<file path="src/rtl/uart_hex_display_pkg.sv">
// Shared constants and helpers for the UART hex display: ASCII codes,
// segment patterns (active-low gfedcba) and the byte classifier.
package uart_disp_pkg;

  localparam logic [7:0] ASCII_BS  = 8'h08;
  localparam logic [7:0] ASCII_ESC = 8'h1B;
  localparam logic [7:0] ASCII_0   = 8'h30;
  localparam logic [7:0] ASCII_9   = 8'h39;
  localparam logic [7:0] ASCII_UA  = 8'h41;
  localparam logic [7:0] ASCII_UF  = 8'h46;
  localparam logic [7:0] ASCII_LA  = 8'h61;
  localparam logic [7:0] ASCII_LF  = 8'h66;

  localparam logic [6:0] SEG_BLANK = 7'h7F;
  localparam logic [6:0] SEG_0 = 7'b1000000;
  localparam logic [6:0] SEG_1 = 7'b1111001;
  localparam logic [6:0] SEG_2 = 7'b0100100;
  localparam logic [6:0] SEG_3 = 7'b0110000;
  localparam logic [6:0] SEG_4 = 7'b0011001;
  localparam logic [6:0] SEG_5 = 7'b0010010;
  localparam logic [6:0] SEG_6 = 7'b0000010;
  localparam logic [6:0] SEG_7 = 7'b1111000;
  localparam logic [6:0] SEG_8 = 7'b0000000;
  localparam logic [6:0] SEG_9 = 7'b0010000;
  localparam logic [6:0] SEG_A = 7'b0001000;
  localparam logic [6:0] SEG_B = 7'b0000011;
  localparam logic [6:0] SEG_C = 7'b1000110;
  localparam logic [6:0] SEG_D = 7'b0100001;
  localparam logic [6:0] SEG_E = 7'b0000110;
  localparam logic [6:0] SEG_F = 7'b0001110;

  typedef struct packed {
    logic       valid;
    logic [3:0] nibble;
  } digit_t;

  typedef enum logic [1:0] {ACT_NONE, ACT_HEX, ACT_BS, ACT_ESC} byte_action_t;

  function automatic byte_action_t classify(input logic [7:0] b);
    if ((b >= ASCII_0 && b <= ASCII_9) || (b >= ASCII_UA && b <= ASCII_UF) ||
        (b >= ASCII_LA && b <= ASCII_LF))
      return ACT_HEX;
    else if (b == ASCII_BS)
      return ACT_BS;
    else if (b == ASCII_ESC)
      return ACT_ESC;
    else
      return ACT_NONE;
  endfunction

  // Letters of either case have low nibble 1..6, so adding 9 gives 10..15.
  function automatic logic [3:0] hex_value(input logic [7:0] b);
    if (b <= ASCII_9)
      return b[3:0];
    else
      return b[3:0] + 4'd9;
  endfunction

endpackage

</file>
<file path="src/rtl/uart_hex_display_if.sv">
// Byte stream from the UART receiver into the display, with the accept pulse back.
interface uart_hex_display_if;
  logic [7:0] rx_data;
  logic       rx_toggle;
  logic       char_accepted;

  modport master (output rx_data, output rx_toggle, input char_accepted);
  modport slave  (input rx_data, input rx_toggle, output char_accepted);
endinterface

</file>
<file path="src/rtl/uart_hex_display_decoder.sv">
// Combinational {valid, nibble} to active-low 7-segment pattern; blank when invalid.
module hex7seg_decoder
  import uart_disp_pkg::*;
(
  input  digit_t     digit,
  output logic [6:0] seg
);

  always_comb begin
    seg = SEG_BLANK;
    if (digit.valid) begin
      case (digit.nibble)
        4'h0: seg = SEG_0;
        4'h1: seg = SEG_1;
        4'h2: seg = SEG_2;
        4'h3: seg = SEG_3;
        4'h4: seg = SEG_4;
        4'h5: seg = SEG_5;
        4'h6: seg = SEG_6;
        4'h7: seg = SEG_7;
        4'h8: seg = SEG_8;
        4'h9: seg = SEG_9;
        4'hA: seg = SEG_A;
        4'hB: seg = SEG_B;
        4'hC: seg = SEG_C;
        4'hD: seg = SEG_D;
        4'hE: seg = SEG_E;
        default: seg = SEG_F;
      endcase
    end
  end

endmodule

</file>
<file path="src/rtl/uart_hex_display.sv">
// Collects ASCII hex digits from the UART byte stream into a shift buffer and
// scans them onto a multiplexed common-anode 7-segment display.
module uart_hex_display
  import uart_disp_pkg::*;
#(
  parameter int NUM_DIGITS = 8,
  parameter int SCAN_DIV   = 100000
) (
  input  logic                  clk,
  input  logic                  rst,
  uart_hex_display_if.slave     rx,
  output logic [6:0]            seg,
  output logic                  dp,
  output logic [NUM_DIGITS-1:0] an
);

  localparam int CNT_W = 17;
  localparam int IDX_W = $clog2(NUM_DIGITS);

  logic                         tog_q;
  logic                         strobe;
  byte_action_t                 act;
  digit_t [NUM_DIGITS-1:0]      buf_q;
  digit_t [NUM_DIGITS-1:0]      buf_d;
  logic [CNT_W-1:0]             scan_cnt;
  logic [IDX_W-1:0]             scan_idx;
  logic [6:0]                   dec_seg;

  assign strobe = rx.rx_toggle ^ tog_q;
  assign act    = strobe ? classify(rx.rx_data) : ACT_NONE;
  assign dp     = 1'b1;

  always_comb begin
    buf_d = buf_q;
    case (act)
      ACT_HEX: begin
        for (int i = NUM_DIGITS - 1; i > 0; i--) buf_d[i] = buf_q[i-1];
        buf_d[0] = '{valid: 1'b1, nibble: hex_value(rx.rx_data)};
      end
      ACT_BS: begin
        for (int i = 0; i < NUM_DIGITS - 1; i++) buf_d[i] = buf_q[i+1];
        buf_d[NUM_DIGITS-1] = '0;
      end
      ACT_ESC: buf_d = '0;
      default: ;
    endcase
  end

  // tog_q follows rx_toggle even in reset so a toggle held across reset is not a byte.
  always_ff @(posedge clk) begin
    tog_q <= rx.rx_toggle;
    if (rst) begin
      buf_q            <= '0;
      rx.char_accepted <= 1'b0;
    end else begin
      buf_q            <= buf_d;
      rx.char_accepted <= (act != ACT_NONE);
    end
  end

  always_ff @(posedge clk) begin
    if (rst) begin
      scan_cnt <= '0;
      scan_idx <= '0;
    end else if (scan_cnt == CNT_W'(SCAN_DIV - 1)) begin
      scan_cnt <= '0;
      scan_idx <= (scan_idx == IDX_W'(NUM_DIGITS - 1)) ? '0 : scan_idx + 1'b1;
    end else begin
      scan_cnt <= scan_cnt + 1'b1;
    end
  end

  hex7seg_decoder u_decoder (
    .digit (buf_q[scan_idx]),
    .seg   (dec_seg)
  );

  always_ff @(posedge clk) begin
    if (rst) begin
      seg <= SEG_BLANK;
      an  <= '1;
    end else begin
      seg <= dec_seg;
      an  <= ~(NUM_DIGITS'(1) << scan_idx);
    end
  end

endmodule

</file>
<file path="src/flat_wrapper.sv">
// flat-port wrapper written by rule: the top's interface ports become plain ports
module uart_hex_display_flat import uart_disp_pkg::*;
#(
  parameter int NUM_DIGITS = 8,
  parameter int SCAN_DIV   = 100000
)
  (clk, rst, seg, dp, an, rx_rx_data, rx_rx_toggle, rx_char_accepted);
  uart_hex_display_if rx_i ();
  input  logic clk;
  input  logic rst;
  output logic [6:0] seg;
  output logic dp;
  output logic [NUM_DIGITS-1:0] an;
  input wire logic [$bits(rx_i.rx_data)-1:0] rx_rx_data;
  input wire logic [$bits(rx_i.rx_toggle)-1:0] rx_rx_toggle;
  output wire logic [$bits(rx_i.char_accepted)-1:0] rx_char_accepted;
  assign rx_i.rx_data = rx_rx_data;
  assign rx_i.rx_toggle = rx_rx_toggle;
  assign rx_char_accepted = rx_i.char_accepted;
  uart_hex_display #(.NUM_DIGITS(NUM_DIGITS), .SCAN_DIV(SCAN_DIV)) u_core (.clk(clk), .rst(rst), .rx(rx_i), .seg(seg), .dp(dp), .an(an));
endmodule
</file>
<file path="config.mk">
export PLATFORM = sky130hd
export DESIGN_NAME = uart_hex_display_flat
export DESIGN_NICKNAME = d
export VERILOG_FILES = /design/src/rtl/uart_hex_display_pkg.sv /design/src/rtl/uart_hex_display_if.sv /design/src/rtl/uart_hex_display_decoder.sv /design/src/rtl/uart_hex_display.sv /design/src/flat_wrapper.sv
export SDC_FILE = /design/constraint.sdc
export NUM_CORES = 1
export LEC_CHECK = 0
export BUFFER_PORTS_ARGS = -buffer_cell sky130_fd_sc_hd__buf_2
export CORE_ASPECT_RATIO = 0.9
export CORE_MARGIN = 10
export CORE_UTILIZATION = 54
export CTS_CLUSTER_DIAMETER = 50
export DETAILED_ROUTE_END_ITERATION = 8
export PLACE_DENSITY = 0.87
export SYNTH_ARGS = -nofsm -noshare
export SYNTH_HDL_FRONTEND = slang
export SYNTH_SLANG_ARGS = --single-unit
export TNS_END_PERCENT = 20
</file>
<file path="constraint.sdc">
create_clock -name clk -period 2.2 [get_ports clk]
set_input_delay 0.66 -clock clk [delete_from_list [all_inputs] [get_ports clk]]
set_output_delay 0.66 -clock clk [all_outputs]
set_load 0.02 [all_outputs]
</file>
Yosys cells after proc, flatten, opt, wreduce, memory -nomap -nowiden
Memories as Yosys holds them, arrays and structs flattened. A register that Yosys moved wholly into a read port is not among the register bits.
Index checks and enable logic that the tools add are counted.
{"block": "classes", "n_reduce_logical": 9, "mul": 0, "n_div": 0, "addsub": 3, "n_bitwise": 3, "magnitude_cmp": 7, "n_shift": 1, "eq_ne": 7, "mux": 9}
{"op": "one-hot mux 40 bit (3 select lines)", "n": 1}
{"op": "adder 17 x 1 -> 17 bit (second input constant)", "n": 1}
{"op": "equality test 17 bit (second input constant)", "n": 1}
{"op": ">= comparator 8 x 7 -> 1 bit (second input constant)", "n": 2}
{"op": "<= comparator 8 x 7 -> 1 bit (second input constant)", "n": 2}
{"op": "binary-select mux 5 bit (select 3 bit)", "n": 1}
{"op": "equality test 8 x 4 -> 1 bit (second input constant)", "n": 1}
{"op": "equality test 8 x 5 -> 1 bit (second input constant)", "n": 1}
{"op": ">= comparator 8 x 6 -> 1 bit (second input constant)", "n": 1}
{"op": "<= comparator 8 x 6 -> 1 bit (second input constant)", "n": 1}
{"op": "2-to-1 mux 2 bit", "n": 4}
{"op": "inverter 8 bit", "n": 1}
{"op": "left shift 1 x 3 -> 8 bit (first input constant)", "n": 1}
{"op": "2-to-1 mux 5 bit", "n": 1}
{"op": "adder 4 bit (second input constant)", "n": 1}
{"op": "equality test 2 bit (second input constant)", "n": 2}
{"op": "< comparator 3 x 4 -> 1 bit (second input constant)", "n": 1}
{"op": "2-to-1 mux 4 bit", "n": 1}
{"op": "OR reduction 2 bit", "n": 2}
{"op": "adder 3 x 1 -> 3 bit (second input constant)", "n": 1}
{"op": "equality test 3 bit (second input constant)", "n": 1}
{"op": "logical AND 1 bit", "n": 3}
{"op": "2-to-1 mux 3 bit", "n": 1}
{"op": "nonzero test 3 bit", "n": 1}
{"op": "other kinds (5)", "n": 6}
{"block": "word_totals", "latch_bits": 0, "input_bits": 11, "out_inout_bits": 17, "mem_count": 1, "ramBits": 0, "word_cells": 61, "regBits": 70, "mem_bits_ro": 112}
{"name": "(name not given)", "words": 16, "word_bits": 7, "rd": 1, "rd_ports_with_merged_regs": 1, "write_ports": 0, "line": "uart_hex_display_decoder.sv:12", "rtl": "case (digit.nibble)"}

Depth between registers and ports, before layout
Gate-level depths: netlist of run 1.
{"block": "logic_depth", "word_depth": 8, "mapped_depth": 10, "ltp_nobuf": 9}

By module
Synthesis of run 1 repeated with hierarchy kept, for this count alone.
{"block": "unflattened", "hier_cells": 407, "area_unflattened_um2": 3986.3}
{"module": "uart_hex_display", "area_per_inst_um2": 3682.3, "n_inst": 1, "cells_each": 370}
{"module": "hex7seg_decoder", "area_per_inst_um2": 304.0, "n_inst": 1, "cells_each": 37}

Least setup slack after synthesis of run 1
No wires, ideal clock.
{"block": "synth_path", "kind": "flip-flop to flip-flop", "start": "register u_core.scan_idx[1]", "end": "register u_core.seg[3]", "required_time_ns": 2.075, "synth_period_minus_slack_ns": 2.129, "stages_incl_launch_ff": 9, "slack_ns": 0.071, "arrival_ns": 2.004, "n_path_buf": 1, "cell_sequence": "dfxtp_1 > buf_2 > mux4_2 > nand2_1 > nand2_1 > ha_1 > mux2_1 > o21ai_1 > nand2_1"}
{"block": "synth_via", "elab_chain_cells": 4}
{"item": "from (decl)", "line": "uart_hex_display.sv:26", "rtl": "logic [IDX_W-1:0] scan_idx;"}
{"item": "from (signal assigned)", "line": "uart_hex_display.sv:67", "rtl": "scan_idx <= (scan_idx == IDX_W'(NUM_DIGITS - 1)) ? '0 : scan_idx + 1'b1;"}
{"item": "binary-select mux 5 bit (select 3 bit) (*)", "line": "uart_hex_display.sv:74", "rtl": ".digit (buf_q[scan_idx]),"}
{"item": "2-to-1 mux 5 bit (implied by the code) (*)", "line": "uart_hex_display.sv:74"}
{"item": "inverter 1 bit (no line)"}
{"item": "OR reduction 2 bit (no line)"}
{"item": "to (decl)", "line": "uart_hex_display.sv:12", "rtl": "output logic [6:0] seg,"}
Mark *: on every way between the ends. The rest lies on a longest branch, timed or not. The select of a mux whose other input is x is not followed.
A chain may end at the register's enable or synchronous reset.

Final worst setup path of run 1
{"block": "layout_path", "start": "register u_core.scan_idx[0]", "end": "register u_core.seg[1]"}
The elaborated chain is that of the path after synthesis.

==> impl_metrics.json, run 1 <==
{
  "fmax_mhz": 468,
  "syn_area_mm2": 0.00374,
  "finalHoldViolations": 0,
  "synthCells": 375,
  "post_route_cells_drive_above_1_share_pct": 21.1,
  "fin_util_pct": 65.4,
  "grt_pass1_wl_um": 14100,
  "ys_warn_count": 0,
  "arrival_ns": 2.35,
  "finalCriticalPeriod_ns": 2.14,
  "synth_ff_type": "dfxtp_1",
  "clockRootBuffer": "clkbuf_8",
  "drt-initial-drc-count": 237,
  "yosysUniqueCellTypes": 53,
  "setup.worst_path.class": "reg -> reg",
  "fin_skew_ns": 0.00814,
  "maxCapViolations": 0,
  "area_growth_pct": 16.4,
  "cts_tree": "built",
  "grt_pass1_vias": 2971,
  "setup_viol_count_final": 0,
  "antenna_found_initial": 0,
  "hold_depth": 1,
  "insertion_delay_ns": 0.35,
  "cp_data_required_time_ns": 2.41,
  "rr_startpoint": "u_core.scan_idx[0]",
  "yosysMostFrequentCell": "dfxtp_1",
  "p_per_area_mw_per_mm2": 635,
  "n_antenna_cell": 0,
  "fillers": 498,
  "dieArea_mm2": 0.0107,
  "firstDrtPassIters": 5,
  "grt_max_degree": 32,
  "finalCritPeriodShare_pct": 97.1,
  "h-tree-depth": 3,
  "synth-async-reset-ratio_pct": 0,
  "power_leakage_uw": 0.00160,
  "rsz0062_at_grt": "yes",
  "port_buffers": 26,
  "synth_top_cell_area_share_pct": 41.2,
  "maxSlewHeadroom_pct": 65.1,
  "vias": 3039,
  "cp_max_fo": 15,
  "dieWidth_um": 108,
  "status": "finished clean",
  "hold_class": "in -> reg",
  "r2r_setup_slack_ns": 0.06,
  "ios": 28,
  "tightestPinTransition_ns": 0.517,
  "ant_nets": 0,
  "synth_commonest_cells": "dfxtp_1 (77), nor2_1 (40), o2bb2ai_1 (32), a22oi_1 (30), nand2_1 (26)",
  "holdPathEnd": "u_core.tog_q",
  "syn_avg_cell_area_um2": 9.98,
  "synth-edff-count": 0,
  "die_h_um": 99.0,
  "syn_nets": 402,
  "grt_use_total_pct": 15.8,
  "coreArea_mm2": 0.00666,
  "clk_pin_slew_worst_paths_ns": 0.07,
  "vias_per_cell": 5.95,
  "peakVddDrop_mv": 0.270,
  "cp-startpoint": "u_core.scan_idx[0]",
  "finalWirelength_um": 8480,
  "routedWlPerCell_um": 16.6,
  "crit_path_end_kind": "flop",
  "gp_congestion": 0.879,
  "worst_slack_ns": 0.0645,
  "dp_hpwl_um": 5780,
  "ys_seq_area_share_pct": 41.2,
  "synthTopCellsByArea": "dfxtp_1 (41%), o2bb2ai_1 (7.5%), a22oi_1 (6.0%)",
  "cts_max_path_buffers": 2,
  "remaining_drc_errors": 0,
  "fin_nets": 443,
  "slew_viol_final": 0,
  "rows": 28,
  "grt.overflow.total": 0,
  "dpl_worst_slack_ns": -0.0933,
  "initial_core_util_pct": 56.2,
  "reg2reg_depth": 8,
  "synth_area_leader_cell": "dfxtp_1",
  "cts-buffers-inserted": 9,
  "ys_seq_elements": 77,
  "r2r_end": "u_core.seg[1]",
  "hold_start": "rx_rx_toggle",
  "start_kind": "flop",
  "fin_tns_setup_ns": 0,
  "clock-sinks": 77
}
per-stage QoR:
| stage | cells | total power, uW | cell area, um^2 | hold WS, ns |
|---|---|---|---|---|
| finish | 511 | 2770 | 4360 | 0.450 |
| global route | 511 | 2850 | 4360 | 0.448 |
| CTS | 511 | 2780 | 4350 | 0.444 |
| detailed placement | 495 | 1630 | 4130 | 0.450 |
| global placement | 495 | 1620 | 4130 | 0.439 |
| floorplan | 375 | 1560 | 3740 | 0.426 |
power by group:
group	leakage, uW	switching, uW	internal, uW
clock network	0.000107	523	639
logic	0.000872	114	77.8
registers	0.000622	7.85	1400
total	0.00160	645	2120
worst max-delay path by stage:
stage / to / slack, ns
global placement: u_core.buf_q[24] / -0.06
CTS: u_core.seg[3] / 0.05
detailed placement: u_core.buf_q[3] / -0.09
floorplan: u_core.seg[3] / 0.07
global route: u_core.seg[1] / -0.007
finish: u_core.seg[1] / 0.06
cells in the final DEF, fill, tap and decap left out, types with 4 or more instances in the layout:
master,count
nor2_1,39
buf_2,26
ha_1,15
mux4_2,10
nand4_1,4
buf_4,22
mux2i_1,13
inv_1,10
nand2_1,26
buf_12,7
xnor2_1,5
xor2_1,12
nand3_1,9
nand2b_1,9
o2bb2ai_1,32
a22oi_1,30
and3_1,4
clkbuf_8,9
a21oi_1,7
dfxtp_1,77
flip-flops by register name (all words and copies together), names as in the netlist:
signal                   flops
u_core.scan_idx              3
u_core.an                    8
u_core.seg                   7
u_core.buf_q                40
u_core.tog_q                 1
u_core.scan_cnt             17
u_core.rx.char_accepted      1
logic make-up after synthesis:
| logic type | share of synthesized area [%] |
|---|---|
| muxes | 10.7 |
| adders and majority gates | 5.35 |
| AOI/OAI and AO/OA | 19.5 |
| other | 0.100 |
| buffers and inverters | 5.38 |
| DFF | 41.2 |
| xor gates and xnor gates | 3.98 |
| and+or+nand+nor | 13.8 |
timing repair:
action                                  CTS  global route
gates resized for setup                   0             2
setup buffers                             0             0
hold buffers                              0             0
endpoints found under the setup margin    0             4
cell type report:
class	count	area, um^2	area share [%]
Inverter	11	41.3	0.948
Timing Repair Buffer	55	435	10.0
Sequential cell	77	1540	35.4
Tap cell	90	113	2.59
Clock inverter	6	86.3	1.98
Clock buffer	10	128	2.93
Multi-Input combinational cell	262	2010	46.2
metal layers:
layer | wire length [um] | GRT usage [%] | vias to the layer above
li1 | - | - | 1460
met1 | 3770 | 19.0 | 1463
met2 | 4140 | 26.4 | 100
met3 | 429 | 3.52 | 16
met4 | 148 | 6.98 | 0
met5 | 0 | 0 | -
worst max-delay path, cell delays in order, from the launching register on:
cell and delay [ns]:
dfxtp_1 0.36, buf_12 0.17, mux4_2 0.52, nand2_1 0.08
nand2_1 0.13, inv_1 0.15, ha_1 0.27, a21oi_1 0.17
o221ai_1 0.15
Note: power is estimated with default switching activity, not from simulation.
==> inputs of run 2 (changes only) <==
Settings changed: PLACE_DENSITY 0.87 to 0.86, SYNTH_HIERARCHICAL set to 1.
==> run 2 against run 1 <==
Net effect: non-clock buffer count rose by 17; sequential power barely moved; worst setup slack improved by 0.011 ns; critical path type unchanged; sequential share of layout area fell by 2.7 points; combinational power rose by 11%; wire length rose by 6.1%; synthesized cell count rose by 8.5%.
==> impl_metrics.json, run 2 <==
{
  "h-tree-depth": 3,
  "fmax_mhz": 471,
  "cts-buffers-inserted": 9,
  "power_frac_clock_pct": 42.0,
  "yosysMostFrequentCell": "dfxtp_1",
  "ios": 28,
  "routedWlPerCell_um": 16.0,
  "dieWidth_um": 111,
  "rows": 29,
  "worst_slack_ns": 0.0751,
  "hold_class": "in -> reg",
  "start_kind": "flop",
  "gp_congestion": 0.889,
  "initial_core_util_pct": 56.1,
  "clockRootBuffer": "clkbuf_8",
  "p_seq_share_pct": 50.4,
  "dpl_worst_slack_ns": -0.257,
  "grt_max_degree": 22,
  "post_route_cells_drive_above_1_share_pct": 32.5,
  "firstDrtPassIters": 5,
  "synth-edff-count": 0,
  "insertion_delay_ns": 0.35,
  "grt_pass1_vias": 3236,
  "drt-initial-drc-count": 215,
  "dieArea_mm2": 0.0112,
  "r2r_setup_slack_ns": 0.08,
  "rr_startpoint": "u_core/scan_idx[0]",
  "slew_viol_final": 0,
  "rsz0062_at_grt": "yes",
  "grt_use_total_pct": 16.3,
  "cts_max_path_buffers": 2,
  "fin_skew_ns": 0.00790,
  "n_antenna_cell": 0,
  "ys_seq_elements": 77,
  "finalCriticalPeriod_ns": 2.12,
  "netSwitchingFraction_pct": 23.7,
  "routed.top_layer": "met4",
  "clock-sinks": 77,
  "setup_viol_count_final": 0,
  "grt.overflow.total": 0,
  "ys_warn_count": 6,
  "cp_data_required_time_ns": 2.50,
  "hold_start": "rx_rx_toggle",
  "pwr-share-comb_pct": 7.6,
  "synth-async-reset-ratio_pct": 0,
  "arrival_ns": 2.42,
  "internal_power_uw": 2140,
  "ant_nets": 0,
  "yosysUniqueCellTypes": 52,
  "grt_pass1_wl_um": 15600,
  "cp-startpoint": "u_core/scan_idx[0]",
  "synth_commonest_cells": "dfxtp_1 (77), nand2_1 (54), nor2_1 (36), a22oi_1 (23), o2bb2ai_2 (20)",
  "switching_power_uw": 664,
  "synth_ff_type": "dfxtp_1",
  "area_growth_pct": 18.8,
  "fin_nets": 494,
  "vias": 3206,
  "cp_max_fo": 7,
  "coreArea_mm2": 0.00711,
  "peakVddDrop_mv": 0.308,
  "synth_top_cell_area_share_pct": 38.7,
  "clk_pin_slew_worst_paths_ns": 0.08,
  "synthTopCellsByArea": "dfxtp_1 (39%), o2bb2ai_2 (7.5%), mux4_2 (5.6%)",
  "final_common_cell": "dfxtp_1",
  "finalHoldViolations": 0,
  "ys_seq_area_share_pct": 38.7,
  "largest_register_ffs": 40,
  "largest_register": "u_core/buf_q",
  "crit_end": "u_core/seg[3]",
  "layout_common_cells": "dfxtp_1 (75), nand2_1 (50), buf_4 (43), nor2_1 (36), buf_2 (26)",
  "antenna_found_initial": 0,
  "port_buffers": 26,
  "fillers": 536,
  "vias_per_cell": 5.68,
  "r2r_end": "u_core/seg[3]",
  "syn_area_mm2": 0.00399,
  "syn_avg_cell_area_um2": 9.79,
  "maxCapViolations": 0,
  "crit_path_end_kind": "flop",
  "finalCritPeriodShare_pct": 96.6,
  "setup.worst_path.class": "reg -> reg",
  "route.met2.wl_um": 4570,
  "p_per_area_mw_per_mm2": 591,
  "met1_length_um": 3860,
  "die_h_um": 102,
  "dp_hpwl_um": 6280,
  "status": "finished clean",
  "syn_nets": 435,
  "cts_tree": "built",
  "fin_tns_setup_ns": 0,
  "holdBufCountCts": 0,
  "synth_area_leader_cell": "dfxtp_1",
  "reg2reg_depth": 8,
  "dr_wl_met3_um": 466,
  "power_leakage_uw": 0.00170,
  "reg_top3": "u_core/buf_q: 40 flops, u_core/scan_cnt: 17 flops, u_core/an: 8 flops",
  "finalWirelength_um": 9000,
  "synthCells": 407,
  "remaining_drc_errors": 0
}
[run 2: changes by cell type after synthesis, moves of 4 or more]
cell / previous run / this run
o2bb2ai_1: 32 / 0
nand2_1: 26 / 54
o2bb2ai_2: 0 / 20
or2_2: 0 / 9
a22oi_1: 30 / 23
o21ai_0: 2 / 9
buf_4: 7 / 1
o21ai_1: 3 / 8
and2_1: 0 / 4
mux2i_1: 13 / 17
nor2_1: 40 / 36
xnor2_1: 5 / 9
xor2_1: 12 / 8
[run 2: worst max-delay path: stages, from the launching register on]
cell and delay (ns):
dfxtp_4 0.43, mux4_2 0.52, nand2_1 0.11, nand2_1 0.09
inv_2 0.08, ha_1 0.24, or2_2 0.31, a32oi_1 0.18
or2_2 0.13
[run 2: metrics by stage]
step                      hold slack (ns)  std cells  power (uW)  instance area, um^2  util [%]
after floorplan                     0.418        407        1580                 4040         -
after global placement              0.428        547        1650                 4490      63.1
after detailed placement            0.445        547        1650                 4490      63.1
after CTS                           0.428        563        2820                 4710      66.3
after global routing                0.424        564        2910                 4740      66.6
final                               0.441        564        2800                 4740      66.6
[run 2: logic make-up (layout without fill, tap and decap cells)]
| kind of cell | after synthesis | count (layout) | synth area share (%) |
|---|---|---|---|
| other cells | 1 | 1 | 0.0941 |
| buf+inv | 37 | 101 | 4.93 |
| flops | 77 | 77 | 38.7 |
| fa+ha+maj | 17 | 17 | 5.34 |
| mux | 31 | 31 | 11.0 |
| compound gates | 84 | 84 | 18.6 |
| simple gates | 143 | 143 | 17.6 |
| xor+xnor | 17 | 17 | 3.74 |
[run 2: power groups by stage]
stage / combinational (uW) / clock, uW / sequential, uW
2_1_floorplan: 131 / 0 / 1450
3_3_place_gp: 203 / 0 / 1440
3_5_place_dp: 209 / 0 / 1440
4_1_cts: 211 / 1200 / 1410
5_1_grt: 232 / 1260 / 1410
6_report: 214 / 1180 / 1410
[run 2: how the worst min path moves through the flow]
stage | to | slack (ns) | cells past startpoint
global placement | u_core/scan_cnt[0] | 0.43 | 1
detailed placement | u_core/scan_cnt[0] | 0.44 | 1
finish | u_core/tog_q | 0.44 | 1
global route | u_core/tog_q | 0.42 | 1
CTS | u_core/tog_q | 0.43 | 1
floorplan | u_core/scan_cnt[0] | 0.42 | 1
[run 2: area by class of cell]
class                   instances  area (um^2)  share of cell area (%)
multi-input cells             293         2280                    48.2
flip-flops and latches         77         1550                    32.6
repair buffers                 72          504                    10.6
clock buffers                   9          124                    2.61
well taps                      93          116                    2.46
clock inverters                 7         98.8                    2.09
inverters                      13         66.3                    1.40
[run 2: metal layers]
layer | track usage, % | up-vias
li1 | - | 1571
met1 | 19.6 | 1540
met2 | 28.1 | 82
met3 | 4.20 | 13
met4 | 5.10 | 0
met5 | 0 | -
[run 2: what timing repair did]
item                                    4_1_cts  5_1_grt
gates resized for setup                       1        8
setup buffers                                 0        1
gates cloned                                  0        0
endpoints found under the setup margin        6        7
==> inputs of run 3 (changes only) <==
Settings changed: CORE_UTILIZATION 54 to 55, PLACE_DENSITY 0.86 to 0.85.
Clock period 2.2 ns to 2 ns, I/O delays scaled along.
==> run 3 against run 2 <==
Net effect: the run now ends with setup timing left; clock power decreased by 14%; via count grew 6.6%; worst setup slack worse by 0.17 ns; combinational power increased by 32%; highest routed layer unchanged; die area is 1.5% lower; core utilization up 4.4 points; non-clock buffer count increased by 11; power rose by 1.6%; worst hold slack worse by 0.065 ns; sequential power increased by 9.9%.
==> impl_metrics.json, run 3 (synthesis results as in run 2) <==
{
  "vias": 3416,
  "slew_viol_final": 0,
  "multi_input_area_mm2": 0.00244,
  "worst_slack_ns": -0.0911,
  "largest_register_ffs": 40,
  "cts_tree": "built",
  "met1_length_um": 4080,
  "violations": "setup timing",
  "remaining_drc_errors": 0,
  "crit_path_end_kind": "flop",
  "ant_nets": 0,
  "h-tree-depth": 3,
  "routed.top_layer": "met4",
  "peakVddDrop_mv": 0.287,
  "hold_slack_ns": 0.376,
  "firstDrtPassIters": 5,
  "die_h_um": 101,
  "routedWlPerCell_um": 17.9,
  "n_antenna_cell": 0,
  "route.met2.wl_um": 5370,
  "rows": 29,
  "arrival_ns": 2.39,
  "reg_top3": "u_core/buf_q: 40 flops, u_core/scan_cnt: 17 flops, u_core/an: 8 flops",
  "setup_viol_count_final": 7,
  "status": "finished, violations left",
  "antenna_found_initial": 0,
  "finalWirelength_um": 10300,
  "post_route_cells_drive_above_1_share_pct": 37.4,
  "grt_pass1_vias": 3470,
  "clk_pin_slew_worst_paths_ns": 0.08,
  "clock-sinks": 77,
  "insertion_delay_ns": 0.35,
  "cp_data_required_time_ns": 2.30,
  "dieWidth_um": 110,
  "rsz0062_at_grt": "yes",
  "gp_congestion": 0.890,
  "cts-buffers-inserted": 9,
  "initial_core_util_pct": 56.6,
  "dieArea_mm2": 0.0111,
  "finalHoldViolations": 0,
  "coreArea_mm2": 0.00704,
  "fillers": 456,
  "cts_max_path_buffers": 2,
  "drt-initial-drc-count": 350,
  "p_per_area_mw_per_mm2": 569,
  "ios": 28,
  "cp_max_fo": 8,
  "grt.overflow.total": 0,
  "setup.worst_path.class": "reg -> reg",
  "fmax_mhz": 478,
  "grt_use_total_pct": 18.5,
  "finalCritPeriodShare_pct": 105,
  "port_buffers": 26,
  "grt_max_degree": 27,
  "largest_register": "u_core/buf_q",
  "fin_skew_ns": 0.00735,
  "area_growth_pct": 25.4,
  "maxCapViolations": 0,
  "final_common_cell": "dfxtp_1",
  "power_leakage_uw": 0.00178,
  "dp_hpwl_um": 6850,
  "seqCellArea_mm2": 0.00155,
  "grt_pass1_wl_um": 16600,
  "layout_common_cells": "dfxtp_1 (76), buf_4 (48), nand2_1 (44), nor2_1 (35), buf_2 (25)",
  "start_kind": "flop",
  "fin_nets": 505,
  "hold_class": "in -> reg",
  "clockRootBuffer": "clkbuf_8",
  "dr_wl_met3_um": 584,
  "finalCriticalPeriod_ns": 2.09,
  "vias_per_cell": 5.95,
  "power.total_uw": 2850
}
-- run 3: changes by cell type in the layout (fill, tap and decap cells not counted), moves of 3 or more --
cell and delta:
nand2_2 +4, buf_12 +5, ha_1 -4, ha_4 +4, nand2_1 -6, or2_2 -6
or2_4 +6, clkbuf_1 +4, mux2i_2 +3, buf_4 +5, mux2i_1 -3
-- run 3: per-stage QoR --
stage	cell area (um^2)	setup WS, ns	TNS (ns)	std cells	util [%]
6_report	5000	-0.0911	-0.335	574	71.0
5_1_grt	5000	-0.146	-0.750	574	71.0
4_1_cts	4930	-0.0364	-0.125	574	70.1
3_5_place_dp	4690	-0.435	-14.78	558	66.7
3_3_place_gp	4690	-0.290	-10.18	558	66.7
2_1_floorplan	4100	-0.156	-3.35	407	-
-- run 3: timing repair --
action                                  CTS  global route
resized for setup                        22            17
hold buffers                              0             0
pin swaps                                13             9
setup buffers                             1             0
endpoints found under the setup margin   22            38
-- run 3: power breakdown --
part	internal (uW)	switching [uW]	total, uW
combinational	123	159	282
sequential	1540	8.49	1550
clock	483	529	1010
-- run 3: critical path: stages, from the launching register on --
cell     delay [ns]
dfxtp_4        0.44
mux4_2         0.54
nand2_2        0.13
nand2_4        0.07
inv_4          0.08
ha_4           0.21
or2_4          0.23
a32oi_2        0.20
or2_4          0.14
-- run 3: path summary, 6_finish.rpt --
| check | start | to | slack [ns] | depth (start not counted) |
|---|---|---|---|---|
| setup / recovery | u_core/scan_idx[0] | u_core/seg[3] | -0.09 | 8 |
| hold reg to reg | u_core/scan_cnt[0] | u_core/scan_cnt[0] | 0.46 | 1 |
| setup reg to reg | u_core/scan_idx[0] | u_core/seg[3] | -0.09 | 8 |
| hold / removal | rx_rx_toggle | u_core/tog_q | 0.38 | 1 |
-- run 3: metal layers --
| layer | track usage [%] | up-vias |
|---|---|---|
| met5 | 0 | - |
| met4 | 8.90 | 0 |
| met3 | 4.41 | 25 |
| met2 | 32.4 | 157 |
| met1 | 20.6 | 1652 |
| li1 | - | 1582 |
-- run 3: cell type report --
type	count	area share [%]
inverters	13	1.48
well taps	93	2.33
clock buffers	14	3.05
multi-input cells	293	48.8
flip-flops and latches	77	30.9
repair buffers	83	13.2
clock inverters	1	0.175
